**config.mk**
```make
export PLATFORM = sky130hd
export DESIGN_NAME = accum_block_n_bits
export DESIGN_NICKNAME = d
export VERILOG_FILES = /design/src/rtl/accum_pkg.sv /design/src/rtl/adder_sub_N_bits.sv /design/src/rtl/accum_block_n_bits.sv
export SDC_FILE = /design/constraint.sdc
export NUM_CORES = 1
export LEC_CHECK = 0
export ABC_CLOCK_PERIOD_IN_PS = 6110
export CORE_MARGIN = 3
export CORE_UTILIZATION = 50
export DETAILED_ROUTE_END_ITERATION = 10
export GPL_TIMING_DRIVEN = 0
export PLACE_DENSITY = 0.79
export SYNTH_ARGS = -nofsm -noshare
export SYNTH_HDL_FRONTEND = slang
export SYNTH_SLANG_ARGS = --single-unit
```
**constraint.sdc**
```tcl
create_clock -name clk -period 6.11 [get_ports clk]
set_input_delay 0.9165 -clock clk [delete_from_list [all_inputs] [get_ports clk]]
set_output_delay 0.9165 -clock clk [all_outputs]
set_load 0.02 [all_outputs]
```
**src/rtl/accum_pkg.sv**
```systemverilog
// Shared definitions for the block accumulator: per-beat operation codes
// and the two-state block sequencing FSM.
package accum_pkg;

  // Operation applied by each accepted operand beat
  typedef enum logic [1:0] {
    OP_ADD  = 2'b00,
    OP_SUB  = 2'b01,
    OP_LOAD = 2'b10,
    OP_HOLD = 2'b11
  } op_t;

  // ACCUM collects beats; DUMP is the single cycle that publishes the total
  typedef enum logic {
    ST_ACCUM = 1'b0,
    ST_DUMP  = 1'b1
  } state_t;

endpackage

```
**src/rtl/adder_sub_N_bits.sv**
```systemverilog
// Combinational N-bit add/subtract unit. Produces the N-bit result, the
// unsigned carry (add) or borrow (sub), and the signed overflow flag.
module adder_sub_N_bits #(
  parameter int N = 8
) (
  input  logic [N-1:0] a,
  input  logic [N-1:0] b,
  input  logic         sub,
  output logic [N-1:0] sum,
  output logic         carry,
  output logic         overflow
);

  logic [N:0] wide;

  // Widen by one bit so bit N is the carry on add and the borrow on sub
  // (an N+1-bit difference underflows exactly when b > a).
  always_comb begin
    wide     = '0;
    overflow = 1'b0;
    if (sub) begin
      wide     = {1'b0, a} - {1'b0, b};
      overflow = (a[N-1] != b[N-1]) && (wide[N-1] != a[N-1]);
    end else begin
      wide     = {1'b0, a} + {1'b0, b};
      overflow = (a[N-1] == b[N-1]) && (wide[N-1] != a[N-1]);
    end
    sum   = wide[N-1:0];
    carry = wide[N];
  end

endmodule

```
**src/rtl/accum_block_n_bits.sv**
```systemverilog
// Block accumulator: accepts operand beats over valid/ready, applies
// add/sub/load/hold, and after every DEPTH accepted beats publishes the
// block total for one cycle before restarting from zero.
// Optional feature: define ACCUM_SAT_EN to saturate S on signed overflow
// instead of wrapping modulo 2^N.
module accum_block_n_bits
  import accum_pkg::*;
#(
  parameter  int N     = 8,
  parameter  int DEPTH = 16,
  localparam int CW    = $clog2(DEPTH)
) (
  input  logic          clk,
  input  logic          reset,
  input  logic          clear,
  input  logic          in_valid,
  output logic          in_ready,
  input  logic [1:0]    op,
  input  logic [N-1:0]  A,
  output logic [N-1:0]  S,
  output logic          carry,
  output logic          overflow,
  output logic [CW-1:0] count,
  output logic [N-1:0]  result,
  output logic          result_overflow,
  output logic          result_valid
);

  state_t       state;
  state_t       state_next;
  op_t          op_code;
  logic         accept;
  logic         last_beat;
  logic [N-1:0] as_sum;
  logic         as_carry;
  logic         as_ovf;
  logic [N-1:0] arith_value;

  assign op_code   = op_t'(op);
  assign in_ready  = (state == ST_ACCUM) && !reset;
  assign accept    = in_valid && in_ready;
  assign last_beat = accept && (count == CW'(DEPTH - 1));

  adder_sub_N_bits #(.N(N)) u_adder_sub (
    .a        (S),
    .b        (A),
    .sub      (op_code == OP_SUB),
    .sum      (as_sum),
    .carry    (as_carry),
    .overflow (as_ovf)
  );

`ifdef ACCUM_SAT_EN
  // Clamp toward the sign of S: overflow always pushes away from S's sign
  // for both add and subtract, so S's MSB picks the saturation rail.
  always_comb begin
    arith_value = as_sum;
    if (as_ovf) begin
      arith_value = S[N-1] ? {1'b1, {(N-1){1'b0}}} : {1'b0, {(N-1){1'b1}}};
    end
  end
`else
  assign arith_value = as_sum;
`endif

  // Block FSM state register
  always_ff @(posedge clk) begin
    if (reset) state <= ST_ACCUM;
    else       state <= state_next;
  end

  // Next state: clear aborts anything; the DEPTH-th beat enters DUMP
  always_comb begin
    state_next = state;
    if (clear) begin
      state_next = ST_ACCUM;
    end else begin
      case (state)
        ST_ACCUM: if (last_beat) state_next = ST_DUMP;
        ST_DUMP:  state_next = ST_ACCUM;
        default:  state_next = ST_ACCUM;
      endcase
    end
  end

  // Datapath: running value, flags, beat counter and published result
  always_ff @(posedge clk) begin
    if (reset) begin
      S               <= '0;
      carry           <= 1'b0;
      overflow        <= 1'b0;
      count           <= '0;
      result          <= '0;
      result_overflow <= 1'b0;
      result_valid    <= 1'b0;
    end else begin
      result_valid <= 1'b0;
      if (clear) begin
        S        <= '0;
        carry    <= 1'b0;
        overflow <= 1'b0;
        count    <= '0;
      end else if (state == ST_DUMP) begin
        result          <= S;
        result_overflow <= overflow;
        result_valid    <= 1'b1;
        S               <= '0;
        carry           <= 1'b0;
        overflow        <= 1'b0;
      end else if (accept) begin
        count <= last_beat ? '0 : count + 1'b1;
        case (op_code)
          OP_ADD, OP_SUB: begin
            S     <= arith_value;
            carry <= as_carry;
            if (as_ovf) overflow <= 1'b1;
          end
          OP_LOAD: begin
            S     <= A;
            carry <= 1'b0;
          end
          default: ;
        endcase
      end
    end
  end

endmodule

```
## Word level (Yosys, flattened, before mapping)

Index checks and enable logic that the tools add are counted.

- $add $sub $neg: 3
- $mul: 0
- Div/mod/pow operators: 0
- Magnitude comparators: 0
- Eq/ne operators: 7
- Shift operators: 0
- Multiplexer cells: 8
- Bitwise logic cells: 2
- Reduce and logical (&&, ||, !) cells: 15

Operators by type and width:

| operator | count |
|---|---|
| one-hot mux 8 bit (2 select lines) | 1 |
| adder 8 x 8 -> 9 bit | 1 |
| 2-to-1 mux 9 bit | 1 |
| subtractor 8 x 8 -> 9 bit | 1 |
| AND reduction 2 bit | 3 |
| logical AND 1 bit | 5 |
| adder 4 x 1 -> 4 bit, second input constant | 1 |
| == test 4 bit, second input constant | 1 |
| 2-to-1 mux 4 bit | 1 |
| one-hot mux 1 bit (2 select lines) | 2 |
| OR reduction 2 bit | 2 |
| 2-to-1 mux 1 bit | 3 |
| inequality test 1 bit | 3 |
| AND reduction 3 bit | 1 |
| OR reduction 3 bit | 1 |
| == test 2 x 1 -> 1 bit, second input constant | 1 |
| == test 2 bit, second input constant | 1 |
| zero test 2 bit | 1 |
| inverter 1 bit | 2 |
| nonzero test 2 bit | 1 |
| == test 1 bit | 1 |
| zero test 1 bit | 1 |

- Bits in registers: 25
- Bits in latches: 0
- Memory bits (writable): 0
- Memory bits (read-only): 0
- Bits of input ports: 14
- Output and inout bits: 25
- Word-level logic and storage cells: 43
- Memories: 0

## Logic depth before layout (Yosys ltp)

Gate-level depths: netlist of run 1.

- Depth in word-level cells: 6
- Depth in mapped cells: 10
- Mapped depth without buffers: 10

## By module

A second synthesis of run 1 with hierarchy kept.

- Cell total of the unflattened synthesis: 212
- Area total of the unflattened synthesis: 1840.5 sq um

Modules (own cells, without submodules):

| module | times used | cells an instance | area each (sq um) | sequential area each (sq um) |
|---|---|---|---|---|
| accum_block_n_bits | 1 | 115 | 1088.5 | 500.5 |
| adder_sub_N_bits | 1 | 97 | 752.0 | 0.0 |

## Worst setup path before layout of run 1

Ideal clock, no wire load.

- Kind: in2reg
- From: in A[0]
- To: reg carry
- Setup time: 0.070 ns
- Arrival: 2.613 ns
- Data required time: 6.040 ns
- Setup slack: 3.427 ns
- Stages on the path: 9
- Path buffers: 0
- Cells stage by stage: ha_1 inv_1 fa_1 a21o_1 a31o_1 a21o_1 a2111oi_2 o21ai_1 a21oi_1

- Longest elaborated chain between the ends: 3
- Elaborated cells between the ends (all ways): 4
- Classes of those cells: add/sub (2); mux (2)

RTL lines:

| element | RTL line | RTL |
|---|---|---|
| from (decl) | accum_block_n_bits.sv:19 | `input logic [N-1:0] A,` |
| adder 8 x 8 -> 9 bit or subtractor 8 x 8 -> 9 bit (tied branches) | adder_sub_N_bits.sv:25, adder_sub_N_bits.sv:22 |  |
| 2-to-1 mux 9 bit (*) | adder_sub_N_bits.sv:21 | `if (sub) begin` |
| one-hot mux 1 bit (2 select lines) (*) | accum_block_n_bits.sv:112 | `case (op_code)` |
| to (signal assigned) | accum_block_n_bits.sv:115 | `carry <= as_carry;` |
| to (decl) | accum_block_n_bits.sv:21 | `output logic carry,` |

Mark *: on every way between the ends. The rest lies on a longest branch, timed or not.
A chain may end at the register's enable or synchronous reset.

## Worst setup path in the final report of run 1

Ends and elaborated chain as after synthesis.

==> results of run 1 <==
path summary, 6_finish.rpt:
kind / depth (start not counted) / slack [ns] / end
max: 10 / 3.03 / carry$_SDFFE_PP0P_
min: 2 / 0.46 / result[2]$_SDFFE_PP0P_
max reg2reg: 10 / 3.71 / carry$_SDFFE_PP0P_
min reg2reg: 2 / 0.46 / result[2]$_SDFFE_PP0P_
registers in the layout (all words and copies together) (netlist names):
register and count:
S 8, result 8, count 4, carry 1, overflow 1, result_overflow 1, result_valid 1, state 1
worst max-delay path: stages:
cell,delay [ns]
clkdlybuf4s50_1,0.52
ha_1,0.19
inv_1,0.06
fa_1,0.41
a21o_1,0.20
a31o_1,0.25
a21o_1,0.20
a2111oi_2,0.36
o21ai_1,0.10
a21oi_1,0.15
cells by family (layout without fill, tap and decap cells):
kind of cell               Yosys count  in the layout
AOI/OAI and AO/OA                   77             77
xor gates and xnor gates             8              8
and+or+nand+nor                     68             68
DFF                                 25             25
adders and majority gates           19             19
buffers and inverters               31             71
muxes                                1              1
placed cells by master, fill, tap and decap left out, types with 4 or more instances in the layout:
cell	count
clkbuf_1	10
o21ai_0	7
nand2b_1	5
o21ai_1	7
ha_1	17
a211oi_1	4
nor2b_1	4
nor3_1	7
nand2_1	30
a21oi_1	28
clkdlybuf4s50_1	36
xor2_1	5
nor2_1	12
inv_1	17
dfxtp_1	25
layout make-up:
| cell class | count | share of cell area |
|---|---|---|
| clock inverters | 1 | 0.00335 |
| multi-input cells | 173 | 0.520 |
| repair buffers | 36 | 0.161 |
| inverters | 17 | 0.0285 |
| flip-flops and latches | 25 | 0.223 |
| well taps | 46 | 0.0257 |
| clock buffers | 3 | 0.0100 |
| plain buffers | 14 | 0.0285 |
report_power, final:
group	switching (mW)	internal, mW	total (mW)
Sequential	0.00303	0.165	0.168
Combinational	0.0433	0.0331	0.0764
Clock	0.0499	0.0250	0.0749
Total	0.0963	0.223	0.319
cell usage after synthesis (2+ instances only):
library cell and instances:
a211oi_1 4, nand2b_1 5, o221ai_1 3, o21ai_0 7
nor2b_1 4, nor3b_1 2, o311a_1 2, nand3_1 2
dfxtp_1 25, o31a_1 2, a21oi_1 28, xor2_1 5
clkbuf_1 10, o22ai_1 3, xnor2_1 3, nor3_1 7
nor2_1 12, fa_1 2, o21ai_1 7, inv_1 17
nand2_1 30, a21o_1 3, buf_2 3, ha_1 17
metal layers:
layer	global-route usage	up-vias
li1	-	897
met1	0.282	816
met2	0.352	59
met3	0.0374	0
met4	0.0492	0
met5	0	-
stage by stage:
| stage | setup slack (ns) | util | area [um2] | hold WS [ns] | power [mW] |
|---|---|---|---|---|---|
| 4_1_cts | 3.03 | 0.661 | 2240 | 0.467 | 0.322 |
| 3_3_place_gp | 2.71 | 0.653 | 2210 | 0.444 | 0.246 |
| 2_1_floorplan | 3.43 | - | 1790 | 0.535 | 0.222 |
| 3_5_place_dp | 2.69 | 0.653 | 2210 | 0.448 | 0.248 |
| 6_report | 3.03 | 0.661 | 2240 | 0.463 | 0.319 |
| 5_1_grt | 2.91 | 0.661 | 2240 | 0.484 | 0.339 |
==> impl_metrics.env, run 1 <==
export IMPL_fin_worst_skew_ns=0.0108
export IMPL_grt_pass1_vias=1677
export IMPL_grt_util_all_layers=0.211
export IMPL_seq_area_frac_synth=0.279
export IMPL_clock_fmax_mhz=325
export IMPL_cts_sinks=25
export IMPL_drt_initial_drc_count=103
export IMPL_postRouteAntennaNets=0
export IMPL_finalHoldViolations=0
export IMPL_cts_resized=0
export IMPL_grt_overflow=0
export IMPL_crit_type="input pin to register"
export IMPL_nNetsFinal=303
export IMPL_gp_congestion=0.833
export IMPL_finalSetupTns_ns=0
export IMPL_io_buffers=36
export IMPL_dr_wl_met2_mm=2.13
export IMPL_synthXorXnorAreaFrac=0.0391
export IMPL_start_util=0.529
export IMPL_multiInputGateArea_um2=1170
export IMPL_avgSynthCellArea_um2=7.84
export IMPL_status="complete, no violations"
export IMPL_vias_per_cell=5.63
export IMPL_first_pass_iters=4
export IMPL_grt_max_degree=16
export IMPL_leakage_nw=0.885
export IMPL_pin_count=39
export IMPL_wl_met3_um=261
export IMPL_dieArea_um2=4340
export IMPL_synthDominantCellAreaShare=0.279
export IMPL_holdCritPathClass="register to register"
export IMPL_postCtsSetupBuffers=0
export IMPL_rsz0062_at_grt="false"
export IMPL_yosys_warnings=0
export IMPL_drive_above_1_share=0.0483
export IMPL_hpwlAfterDp_mm=3.38
export IMPL_h_tree_depth=1
export IMPL_drt_met1_wl_mm=1.94
export IMPL_wl_mm=4.32
export IMPL_worstHoldStart="result[2]$_SDFFE_PP0P_"
export IMPL_synth_ff_type="dfxtp_1"
export IMPL_drv_cap=0
export IMPL_cts_tree="yes"
export IMPL_vias=1772
export IMPL_cts_inserted_buffers=3
export IMPL_critPathCaptureType="register"
export IMPL_drc_errors=0
export IMPL_setup_violations=0
export IMPL_r2r_start="S[0]$_SDFFE_PP0P_"
export IMPL_clockBufferDepth=2
export IMPL_synth_top_family_by_area="compound AO/OA/AOI/OAI gates"
export IMPL_die_y_um=65.9
export IMPL_rows=21
export IMPL_worst_pin_slew_ns=0.562
export IMPL_syn_area_um2=1790
export IMPL_synth_edf_count=0
export IMPL_regArea_um2=500
export IMPL_arrival_ns=3.33
export IMPL_antenna_cells=0
export IMPL_finalCritPeriodShare=0.503
export IMPL_path_clk_slew_ns=0.14
export IMPL_routed_top_layer="met3"
export IMPL_die_x_um=65.9
export IMPL_stdcell_count=315
export IMPL_worstPathMaxFanout=3
export IMPL_dp_cells=311
export IMPL_grt_antenna_before_repair=0
export IMPL_synth_compound_area_frac=0.290
export IMPL_async_flop_share=0
export IMPL_layout_min_cycle_time_ns=3.08
export IMPL_synthAdderAreaFrac=0.141
export IMPL_ir_drop_v=0.000102
export IMPL_post_synth_and_or_nand_nor_area_fraction=0.174
export IMPL_wl_per_cell_um=13.7
export IMPL_fillers=306
export IMPL_cts_root_buf="clkbuf_4"
export IMPL_critPathRequiredTime_ns=6.37
export IMPL_yosysUniqueCellTypes=50
export IMPL_synth_area_leaders="dfxtp_1, ha_1, a21oi_1, nand2_1, inv_1"
export IMPL_power_density_nw_per_um2=142
export IMPL_core_area_um2=3390
export IMPL_synth_largest_area_cell="dfxtp_1"
export IMPL_crit_start="A[0]"
export IMPL_clk_latency_ns=0.32
export IMPL_synth_net_count=262
export IMPL_netlist_instances=229
export IMPL_grt_pass1_wl_mm=7.31
export IMPL_slew_viol_final=0
export IMPL_relSlewSlack=0.623
export IMPL_area_growth_pct=25.0
export IMPL_hold_buffers=0
export IMPL_cp_start_kind="input pin"
export IMPL_synth_mux_area_fraction=0.00558
export IMPL_synth_seq_cells=25
No activity file was read; power rests on OpenSTA's default activity.
==> inputs of run 2 (changes only) <==
- ABC_CLOCK_PERIOD_IN_PS: 6110 -> 2800
- CORE_UTILIZATION: 50 -> 46
- PLACE_DENSITY: 0.79 -> 0.76
- clock period: 6.11 -> 2.8 ns (I/O delays scaled with it)
==> impl_metrics.env, run 2 (synthesis results as in run 1) <==
export IMPL_clockBufferDepth=2
export IMPL_worst_path_largest_cell_delay_ns=0.53
export IMPL_mostFrequentLayoutCells="clkdlybuf4s50_1, nand2_1, a21oi_1, dfxtp_1, inv_1"
export IMPL_vias=1731
export IMPL_start_util=0.483
export IMPL_drive_above_1_share=0.0520
export IMPL_relSlewSlack=0.591
export IMPL_stdcell_count=317
export IMPL_clk_latency_ns=0.27
export IMPL_grt_util_all_layers=0.193
export IMPL_worstPathMaxFanout=3
export IMPL_final_util=0.612
export IMPL_finalHoldViolations=0
export IMPL_first_pass_iters=4
export IMPL_worst_pin_slew_ns=0.609
export IMPL_critPathRequiredTime_ns=2.98
export IMPL_setup_ws_ns=0.0820
export IMPL_post_place_ws_ns=-0.203
export IMPL_drv_cap=0
export IMPL_arrival_ns=2.90
export IMPL_hold_buffers=0
export IMPL_ir_drop_v=0.000273
export IMPL_pin_count=39
export IMPL_critPathCaptureType="register"
export IMPL_whs_ns=0.459
export IMPL_vias_per_cell=5.46
export IMPL_crit_chain="clkdlybuf4s50_1 -> ha_2 -> inv_1 -> fa_1 -> a21o_1 -> a31o_1 -> a21o_1 -> a2111oi_4 -> o21ai_1 -> a21oi_1"
export IMPL_power_density_nw_per_um2=326
export IMPL_setup_violations=0
export IMPL_dp_cells=313
export IMPL_wl_mm=4.32
export IMPL_layout_min_cycle_time_ns=2.72
export IMPL_slew_viol_final=0
export IMPL_grt_max_degree=15
export IMPL_die_y_um=68.5
export IMPL_fin_worst_skew_ns=0.00726
export IMPL_final_common_cell="clkdlybuf4s50_1"
export IMPL_antenna_cells=0
export IMPL_holdCritPathClass="register to register"
export IMPL_cts_sinks=25
export IMPL_drc_errors=0
export IMPL_gp_congestion=0.853
export IMPL_crit_family="compound AO/OA/AOI/OAI gates"
export IMPL_grt_overflow=0
export IMPL_dieArea_um2=4690
export IMPL_leakage_nw=0.898
export IMPL_wl_per_cell_um=13.6
export IMPL_drt_initial_drc_count=57
export IMPL_cts_root_buf="clkbuf_8"
export IMPL_postRouteAntennaNets=0
export IMPL_cp_start_kind="input pin"
export IMPL_crit_buf_inv=2
export IMPL_cts_tree="yes"
export IMPL_h_tree_depth=1
export IMPL_core_area_um2=3720
export IMPL_status="complete, no violations"
export IMPL_reg_largest_list="S (8), result (8), count (4)"
export IMPL_cts_inserted_buffers=3
export IMPL_die_x_um=68.5
export IMPL_crit_start="A[0]"
export IMPL_finalCritPeriodShare=0.971
export IMPL_r2r_start="S[0]$_SDFFE_PP0P_"
export IMPL_io_buffers=36
export IMPL_clock_fmax_mhz=368
export IMPL_grt_pass1_vias=1524
export IMPL_worstHoldStart="result_overflow$_SDFFE_PP0P_"
export IMPL_hpwlAfterDp_mm=3.38
export IMPL_grt_pass1_wl_mm=7.01
export IMPL_finalPower_mw=0.742
export IMPL_area_growth_pct=26.8
export IMPL_cpMaxStageDelayCell="clkdlybuf4s50_1"
export IMPL_r2r_setup_slack_ns=0.36
export IMPL_grt_antenna_before_repair=0
export IMPL_crit_top_cell="a21o_1"
export IMPL_path_clk_slew_ns=0.08
export IMPL_rows=22
export IMPL_crit_type="input pin to register"
export IMPL_nNetsFinal=303
-- run 2: changes by cell type in the layout (fill, tap and decap cells not counted), sizes merged --
cell | previous run | this run
clkinvlp | 1 | 0
clkinv | 0 | 1
-- run 2: final timing paths --
| check | cells after the start | to |
|---|---|---|
| setup / recovery | 10 | carry$_SDFFE_PP0P_ |
| hold / removal | 2 | result_overflow$_SDFFE_PP0P_ |
| setup reg to reg | 10 | carry$_SDFFE_PP0P_ |
| hold reg to reg | 2 | result_overflow$_SDFFE_PP0P_ |
-- run 2: routing by layer --
layer,routed length [um],global-route usage,vias to the layer above
met5,0,0,-
met4,21,0.0223,0
met3,238,0.0361,2
met2,2070,0.317,45
met1,1990,0.268,797
li1,-,-,887
-- run 2: what timing repair did --
action | in CTS | in global routing
resized for setup | 0 | 2
setup buffers | 0 | 0
setup endpoints to repair | 0 | 1
-- run 2: where the power goes --
group	internal [mW]	switching, mW
registers	0.359	0.00646
clock network	0.0993	0.109
logic	0.0731	0.0949
-- run 2: final cells by class --
type / instances / area, um2
inverter: 17 / 63.8
sequential: 25 / 500
fill: 345 / 1440
clock buffer: 3 / 41.3
multi-input combinational: 173 / 1180
timing repair buffer: 36 / 360
clock inverter: 1 / 5.00
tap: 48 / 60.1
buffer: 14 / 63.8
-- run 2: stage by stage --
| step | instance area (um2) | setup TNS, ns |
|---|---|---|
| 6_report | 2280 | 0 |
| 4_1_cts | 2260 | 0 |
| 2_1_floorplan | 1790 | 0 |
| 3_5_place_dp | 2210 | -0.255 |
| 5_1_grt | 2280 | -0.00456 |
| 3_3_place_gp | 2210 | -0.137 |
-- run 2: worst min-delay path, delay by kind of cell (launching register included) --
family,cells,cell delay (ns)
compound gates,1,0.05
flops,1,0.32
simple gates,1,0.05
